===== src/rtl/boot_loader_if.sv =====
// boot_loader_if: bus between the serial program loader and its neighbours.
//   start/rx_valid/rx_data  : session request and receiver byte strobe
//   mem_we/mem_im/mem_addr/mem_wd : unified memory write port
//   cpu_hold/busy/done/err/words_written : processor hold and session status
// slave  = the loader itself; master = the side driving bytes and watching writes.
interface boot_loader_if;
  logic        start;
  logic        rx_valid;
  logic [7:0]  rx_data;
  logic        mem_we;
  logic        mem_im;
  logic [31:0] mem_addr;
  logic [31:0] mem_wd;
  logic        cpu_hold;
  logic        busy;
  logic        done;
  logic        err;
  logic [8:0]  words_written;

  modport slave (
    input  start, rx_valid, rx_data,
    output mem_we, mem_im, mem_addr, mem_wd,
    output cpu_hold, busy, done, err, words_written
  );

  modport master (
    output start, rx_valid, rx_data,
    input  mem_we, mem_im, mem_addr, mem_wd,
    input  cpu_hold, busy, done, err, words_written
  );
endinterface


===== src/rtl/boot_loader.sv =====
// boot_loader: receives a length-prefixed, XOR-checksummed byte stream and
// writes it as little-endian 32-bit words into instruction/data memory,
// holding the CPU in reset during the load.
//   clk   : system clock
//   reset : asynchronous active-high reset
//   bus   : boot_loader_if.slave (byte input, memory write port, status)
// Stream format: len[7:0], len[15:8], 4*len data bytes, checksum byte.
module boot_loader #(
  parameter logic [31:0] BASE_ADDR = 32'h0000_0000,
  parameter int          MAX_WORDS = 256
) (
  input  logic          clk,
  input  logic          reset,
  boot_loader_if.slave  bus
);

  typedef enum logic [2:0] {
    S_IDLE, S_LEN0, S_LEN1, S_DATA, S_CSUM, S_DONE, S_ERR
  } state_e;

  localparam logic [16:0] MAXW = MAX_WORDS[16:0];

  state_e      state_q, state_d;
  logic [15:0] len_q, len_d;
  logic [1:0]  bcnt_q, bcnt_d;
  logic [23:0] acc_q, acc_d;     // low three bytes of the word in progress
  logic [8:0]  idx_q, idx_d;     // words committed this session
  logic [7:0]  csum_q, csum_d;
  logic        we_q, we_d;
  logic [31:0] addr_q, addr_d;
  logic [31:0] wd_q, wd_d;

  logic [15:0] len_new;
  logic [8:0]  idx_inc;
  assign len_new = {bus.rx_data, len_q[7:0]};
  assign idx_inc = idx_q + 9'd1;

  always_ff @(posedge clk or posedge reset) begin
    if (reset) begin
      state_q <= S_IDLE;
      len_q   <= '0;
      bcnt_q  <= '0;
      acc_q   <= '0;
      idx_q   <= '0;
      csum_q  <= '0;
      we_q    <= 1'b0;
      addr_q  <= '0;
      wd_q    <= '0;
    end else begin
      state_q <= state_d;
      len_q   <= len_d;
      bcnt_q  <= bcnt_d;
      acc_q   <= acc_d;
      idx_q   <= idx_d;
      csum_q  <= csum_d;
      we_q    <= we_d;
      addr_q  <= addr_d;
      wd_q    <= wd_d;
    end
  end

  always_comb begin
    state_d = state_q;
    len_d   = len_q;
    bcnt_d  = bcnt_q;
    acc_d   = acc_q;
    idx_d   = idx_q;
    csum_d  = csum_q;
    we_d    = 1'b0;   // write strobe is a single-cycle pulse
    addr_d  = addr_q; // address/data hold until the next write
    wd_d    = wd_q;
    unique case (state_q)
      S_IDLE, S_DONE, S_ERR: begin
        if (bus.start) begin
          state_d = S_LEN0;
          idx_d   = '0;
          bcnt_d  = '0;
          csum_d  = '0;
        end
      end
      S_LEN0: begin
        if (bus.rx_valid) begin
          len_d[7:0] = bus.rx_data;
          csum_d     = csum_q ^ bus.rx_data;
          state_d    = S_LEN1;
        end
      end
      S_LEN1: begin
        if (bus.rx_valid) begin
          len_d[15:8] = bus.rx_data;
          csum_d      = csum_q ^ bus.rx_data;
          if (len_new == 16'd0 || {1'b0, len_new} > MAXW) state_d = S_ERR;
          else                                             state_d = S_DATA;
        end
      end
      S_DATA: begin
        if (bus.rx_valid) begin
          csum_d = csum_q ^ bus.rx_data;
          bcnt_d = bcnt_q + 2'd1;  // wraps to 0 after the 4th byte
          if (bcnt_q == 2'd3) begin
            we_d   = 1'b1;
            wd_d   = {bus.rx_data, acc_q};
            addr_d = BASE_ADDR + {21'd0, idx_q, 2'b00};
            idx_d  = idx_inc;
            if ({7'd0, idx_inc} == len_q) state_d = S_CSUM;
          end else begin
            acc_d[8*bcnt_q +: 8] = bus.rx_data;
          end
        end
      end
      S_CSUM: begin
        if (bus.rx_valid) state_d = (bus.rx_data == csum_q) ? S_DONE : S_ERR;
      end
      default: state_d = S_IDLE;
    endcase
  end

  logic active;
  assign active            = (state_q != S_IDLE) && (state_q != S_DONE) && (state_q != S_ERR);
  assign bus.busy          = active;
  assign bus.cpu_hold      = active;
  assign bus.done          = (state_q == S_DONE);
  assign bus.err           = (state_q == S_ERR);
  assign bus.mem_we        = we_q;
  assign bus.mem_im        = we_q;
  assign bus.mem_addr      = addr_q;
  assign bus.mem_wd        = wd_q;
  assign bus.words_written = idx_q;

endmodule

===== src/flat_wrapper.sv =====
// flat-port wrapper written by rule: the top's interface ports become plain ports
module boot_loader_flat 
#(
  parameter logic [31:0] BASE_ADDR = 32'h0000_0000,
  parameter int          MAX_WORDS = 256
)
  (clk, reset, bus_start, bus_rx_valid, bus_rx_data, bus_mem_we, bus_mem_im, bus_mem_addr, bus_mem_wd, bus_cpu_hold, bus_busy, bus_done, bus_err, bus_words_written);
  boot_loader_if bus_i ();
  input  logic clk;
  input  logic reset;
  input wire logic [$bits(bus_i.start)-1:0] bus_start;
  input wire logic [$bits(bus_i.rx_valid)-1:0] bus_rx_valid;
  input wire logic [$bits(bus_i.rx_data)-1:0] bus_rx_data;
  output wire logic [$bits(bus_i.mem_we)-1:0] bus_mem_we;
  output wire logic [$bits(bus_i.mem_im)-1:0] bus_mem_im;
  output wire logic [$bits(bus_i.mem_addr)-1:0] bus_mem_addr;
  output wire logic [$bits(bus_i.mem_wd)-1:0] bus_mem_wd;
  output wire logic [$bits(bus_i.cpu_hold)-1:0] bus_cpu_hold;
  output wire logic [$bits(bus_i.busy)-1:0] bus_busy;
  output wire logic [$bits(bus_i.done)-1:0] bus_done;
  output wire logic [$bits(bus_i.err)-1:0] bus_err;
  output wire logic [$bits(bus_i.words_written)-1:0] bus_words_written;
  assign bus_i.start = bus_start;
  assign bus_i.rx_valid = bus_rx_valid;
  assign bus_i.rx_data = bus_rx_data;
  assign bus_mem_we = bus_i.mem_we;
  assign bus_mem_im = bus_i.mem_im;
  assign bus_mem_addr = bus_i.mem_addr;
  assign bus_mem_wd = bus_i.mem_wd;
  assign bus_cpu_hold = bus_i.cpu_hold;
  assign bus_busy = bus_i.busy;
  assign bus_done = bus_i.done;
  assign bus_err = bus_i.err;
  assign bus_words_written = bus_i.words_written;
  boot_loader #(.BASE_ADDR(BASE_ADDR), .MAX_WORDS(MAX_WORDS)) u_core (.clk(clk), .reset(reset), .bus(bus_i));
endmodule

===== config.mk =====
export PLATFORM = sky130hd
export DESIGN_NAME = boot_loader_flat
export DESIGN_NICKNAME = d
export VERILOG_FILES = /design/src/rtl/boot_loader_if.sv /design/src/rtl/boot_loader.sv /design/src/flat_wrapper.sv
export SDC_FILE = /design/constraint.sdc
export NUM_CORES = 1
export LEC_CHECK = 0
export CAP_MARGIN = 40
export CORE_MARGIN = 4
export CORE_UTILIZATION = 59
export CTS_BUF_LIST = sky130_fd_sc_hd__clkbuf_4 sky130_fd_sc_hd__clkbuf_8
export CTS_CLUSTER_SIZE = 30
export DETAILED_ROUTE_END_ITERATION = 8
export PLACE_DENSITY_LB_ADDON = 0.12
export SYNTH_ARGS = -nofsm -noshare
export SYNTH_HDL_FRONTEND = slang
export SYNTH_SLANG_ARGS = --single-unit

===== constraint.sdc =====
create_clock -name clk -period 5.8 [get_ports clk]
set_input_delay 1.16 -clock clk [delete_from_list [all_inputs] [get_ports clk]]
set_output_delay 1.16 -clock clk [all_outputs]
set_load 0.1 [all_outputs]

==> out/qor.csv <==
stage;metric;value;unit
placed_design;Port-buffer cells;67;
yosys;Mapped Cells;565;
critical_path;cell depth of the worst setup path;8;
layout;commonest non-fill, non-tap cells in the layout;nand2_1, dfrtp_1, clkdlybuf4s50_1;
critical_path;r2r setup slk;3200;ps
sta;max_slew headroom;49.5;%
sta;Final setup viols;0;
critical_path;CP Launch Type;input pin;
critical_path;Critical R2R Capture;u_core.bus.words_written[8]$_DFFE_PP0P_;
placed_design;post-DP HPWL;10.3;mm
min_path;worst hold path class;reg -> reg;
yosys;Syn Area/Cell;8.94;um2
detailed_routing;final WL;14.4;mm
cts;TritonCTS buffer count;9;
cts;hold_buf cts;0;
run;Max Cap Violations;0;
critical_path;Req. time, crit path;4640;ps
critical_path;CP top delay family;buffers and inverters;
floorplanning;Starting Density;61.1;%
cts;Root Driver;clkbuf_8;
power;worst vdd ir;0.383;mV
detailed_routing;drt first pass iters;5;
floorplanning;Die X;101;um
power;pwr dens;572;nW/um2
cts;CTS tree;built;
yosys;Ys Warns;0;
cts;post_cts resized;0;
placed_design;RD Place Congestion;0.858;
critical_path;CP Capture Point;bus_done;
floorplanning;Die Y;101;um
sta;worst-margin pin slew;754;ps
detailed_routing;drt initial violations;299;
floorplanning;core area;8260;um2
cts;CTS clk-pin slew, worst paths;100;ps
grt;gr ovfl total;0;
yosys;ys async rst share;100;%
sta;fmax;228;MHz
yosys;#FFs+latches synth;104;
sta;setup ws final;1410;ps
sta;final hold vios;0;
detailed_routing;Vias/cell;5.82;
critical_path;slowest CP cell;clkdlybuf4s50_1;
sta;min Tclk post-route;4390;ps
sta;fin crit share;75.7;%
power;Leak Pwr;3.10;nW
sta;RSZ-0062 raised after global routing;no;
critical_path;cell mode on critical path;o21ai_0;
cts;post-CTS setup buffers;0;
grt;vias in the first global route;4610;
yosys;Seq/Total Area, Yosys;51.5;%
floorplanning;I/O Pins;91;
yosys;Post-synth EDFFs;0;
layout;commonest non-fill, non-tap cell in the layout;nand2_1;
cts;htree depth;3;
grt;first-pass GRT wire length;23.6;mm
yosys;ys flop type;dfrtp_1;
layout;area grow syn2layout;33.9;%
detailed_routing;drt wl/cell;18.5;um
detailed_routing;drt drc;0;
grt;largest net degree at the start of global routing;61;
layout;nets@finish;688;
critical_path;depth of the most critical reg-to-reg path;8;
sta;Clock Skew;13.8;ps
detailed_routing;DR vias;4536;
layout;share of cells above drive strength 1;15.9;%
cts;CTS Sinks;104;
yosys;Netlist Area Pre-Place;5050;um2
detailed_routing;Post-DRT Antenna Nets;0;
critical_path;Critical Path Max Stage Delay;640;ps
critical_path;cell breakdown of the critical path;clkdlybuf4s50_1, xnor2_1, nand4_1, o21ai_0, and3b_1, o21ai_0, nor2_1, buf_4;
cts;worst skew pair latency;370;ps
placed_design;worst slack, placed;1470;ps
critical_path;CP Capture Type;output pin;
floorplanning;num rows;33;
critical_path;worst r2r src;u_core.state_q[1]$_DFFE_PP0P_;
sta;Fin Setup TNS;0;ps
outcome;status;finished clean;
layout;diodes inserted;0;
critical_path;Worst setup startpoint;bus_rx_data[0];
grt;initial antenna violation count;0;
yosys;synth unique cells;51;
floorplanning;DIE AREA;10100;um2
sta;fin. max-slew vios;0;
layout;Final Cell Area;6760;um2
placed_design;Cell Area, Placed;6550;um2
grt;total global-route track usage;30.2;%
cts;clk buf depth;2;
critical_path;CP max FO;10;
critical_path;CP Buf/Inv Count;2;
critical_path;Setup CP Type;in -> out;
critical_path;CP arrival;3230;ps
[synth_stat cells, drive strengths merged (3+ instances only)]
library cell	instances	area share (%)
inv	9	0.67
xor2	4	0.69
clkbuf	21	1.6
nor3b	3	0.45
mux2	16	3.6
buf	37	4.9
nand3	15	1.6
nand2	187	14
xnor2	16	2.8
ha	6	1.5
dfrtp	104	52
a31oi	3	0.37
nor2	22	1.7
nor3	7	0.79
o21ai	58	5.7
and3	5	0.62
nor4	8	1.2
a21oi	7	0.77
nand4	5	0.74
o31ai	5	0.74
[per-stage QoR]
stage	cells	hold WS, ps	util (%)	power, mW
2_1_floorplan	587	439	-	2.57
3_3_place_gp	704	452	68.2	2.93
3_5_place_dp	763	460	79.3	3.38
4_1_cts	778	487	81.8	3.86
5_1_grt	779	506	81.8	4.04
6_report	779	482	81.8	3.86
[worst reg2reg max path, delay by kind of cell, from the launching register on]
kind	cells	cell delay [ps]
and+or+nand+nor	4	1020
buffers and inverters	2	730
DFF	1	630
AOI/OAI and AO/OA	2	150
[report_power, final]
part	leakage, nW	switching, mW	internal, mW
combinational	1.63	1.42	0.758
clock	0.0958	0.262	0.205
sequential	1.38	0.251	0.971
[worst min path at each step]
stage               slack, ps  depth (start not counted)                              start                                 to
finish                    480                          2  u_core.bus.mem_wd[25]$_DFFE_PP0P_  u_core.bus.mem_wd[25]$_DFFE_PP0P_
global placement          450                          2       u_core.acc_q[11]$_DFFE_PP0P_  u_core.bus.mem_wd[11]$_DFFE_PP0P_
CTS                       490                          2  u_core.bus.mem_wd[14]$_DFFE_PP0P_  u_core.bus.mem_wd[14]$_DFFE_PP0P_
detailed placement        460                          2        u_core.acc_q[5]$_DFFE_PP0P_   u_core.bus.mem_wd[5]$_DFFE_PP0P_
floorplan                 440                          2        u_core.acc_q[0]$_DFFE_PP0P_   u_core.bus.mem_wd[0]$_DFFE_PP0P_
global route              510                          2  u_core.bus.mem_wd[14]$_DFFE_PP0P_  u_core.bus.mem_wd[14]$_DFFE_PP0P_
[kinds of logic (layout without fill, tap and decap cells)]
| kind of cell | count (synthesis) | in the layout | synth area share (%) |
|---|---|---|---|
| simple gates | 261 | 261 | 22.2 |
| other cells | 1 | 23 | 0.0743 |
| mux | 18 | 18 | 3.97 |
| compound gates | 88 | 88 | 10.2 |
| flops | 104 | 104 | 51.5 |
| fa+ha+maj | 6 | 6 | 1.49 |
| xor+xnor | 20 | 20 | 3.47 |
| buf+inv | 67 | 154 | 7.09 |
[sequential cells by signal, summed over array words and instances (netlist names)]
signal / flops
u_core.bus.mem_addr: 9
u_core.csum_q: 8
u_core.acc_q: 24
u_core.bus.mem_im: 1
u_core.bus.mem_wd: 32
u_core.len_q: 16
u_core.bcnt_q: 2
u_core.bus.words_written: 9
u_core.state_q: 3
[area by class of cell]
| class | count | area (um2) |
|---|---|---|
| Clock inverter | 6 | 76.3 |
| Timing Repair Buffer | 130 | 1610 |
| Sequential cell | 104 | 2600 |
| Multi-Input combinational cell | 416 | 2170 |
| Tap cell | 105 | 131 |
| Clock buffer | 9 | 124 |
| Fill cell | 463 | 1500 |
| Inverter | 9 | 36.3 |
[routing by layer]
layer	track usage, %	routed length (um)
met1	37.9	5560
met4	11.7	510
met5	0	0
met3	5.88	873
met2	51.7	7440
Note: power is estimated with default switching activity, not from simulation.
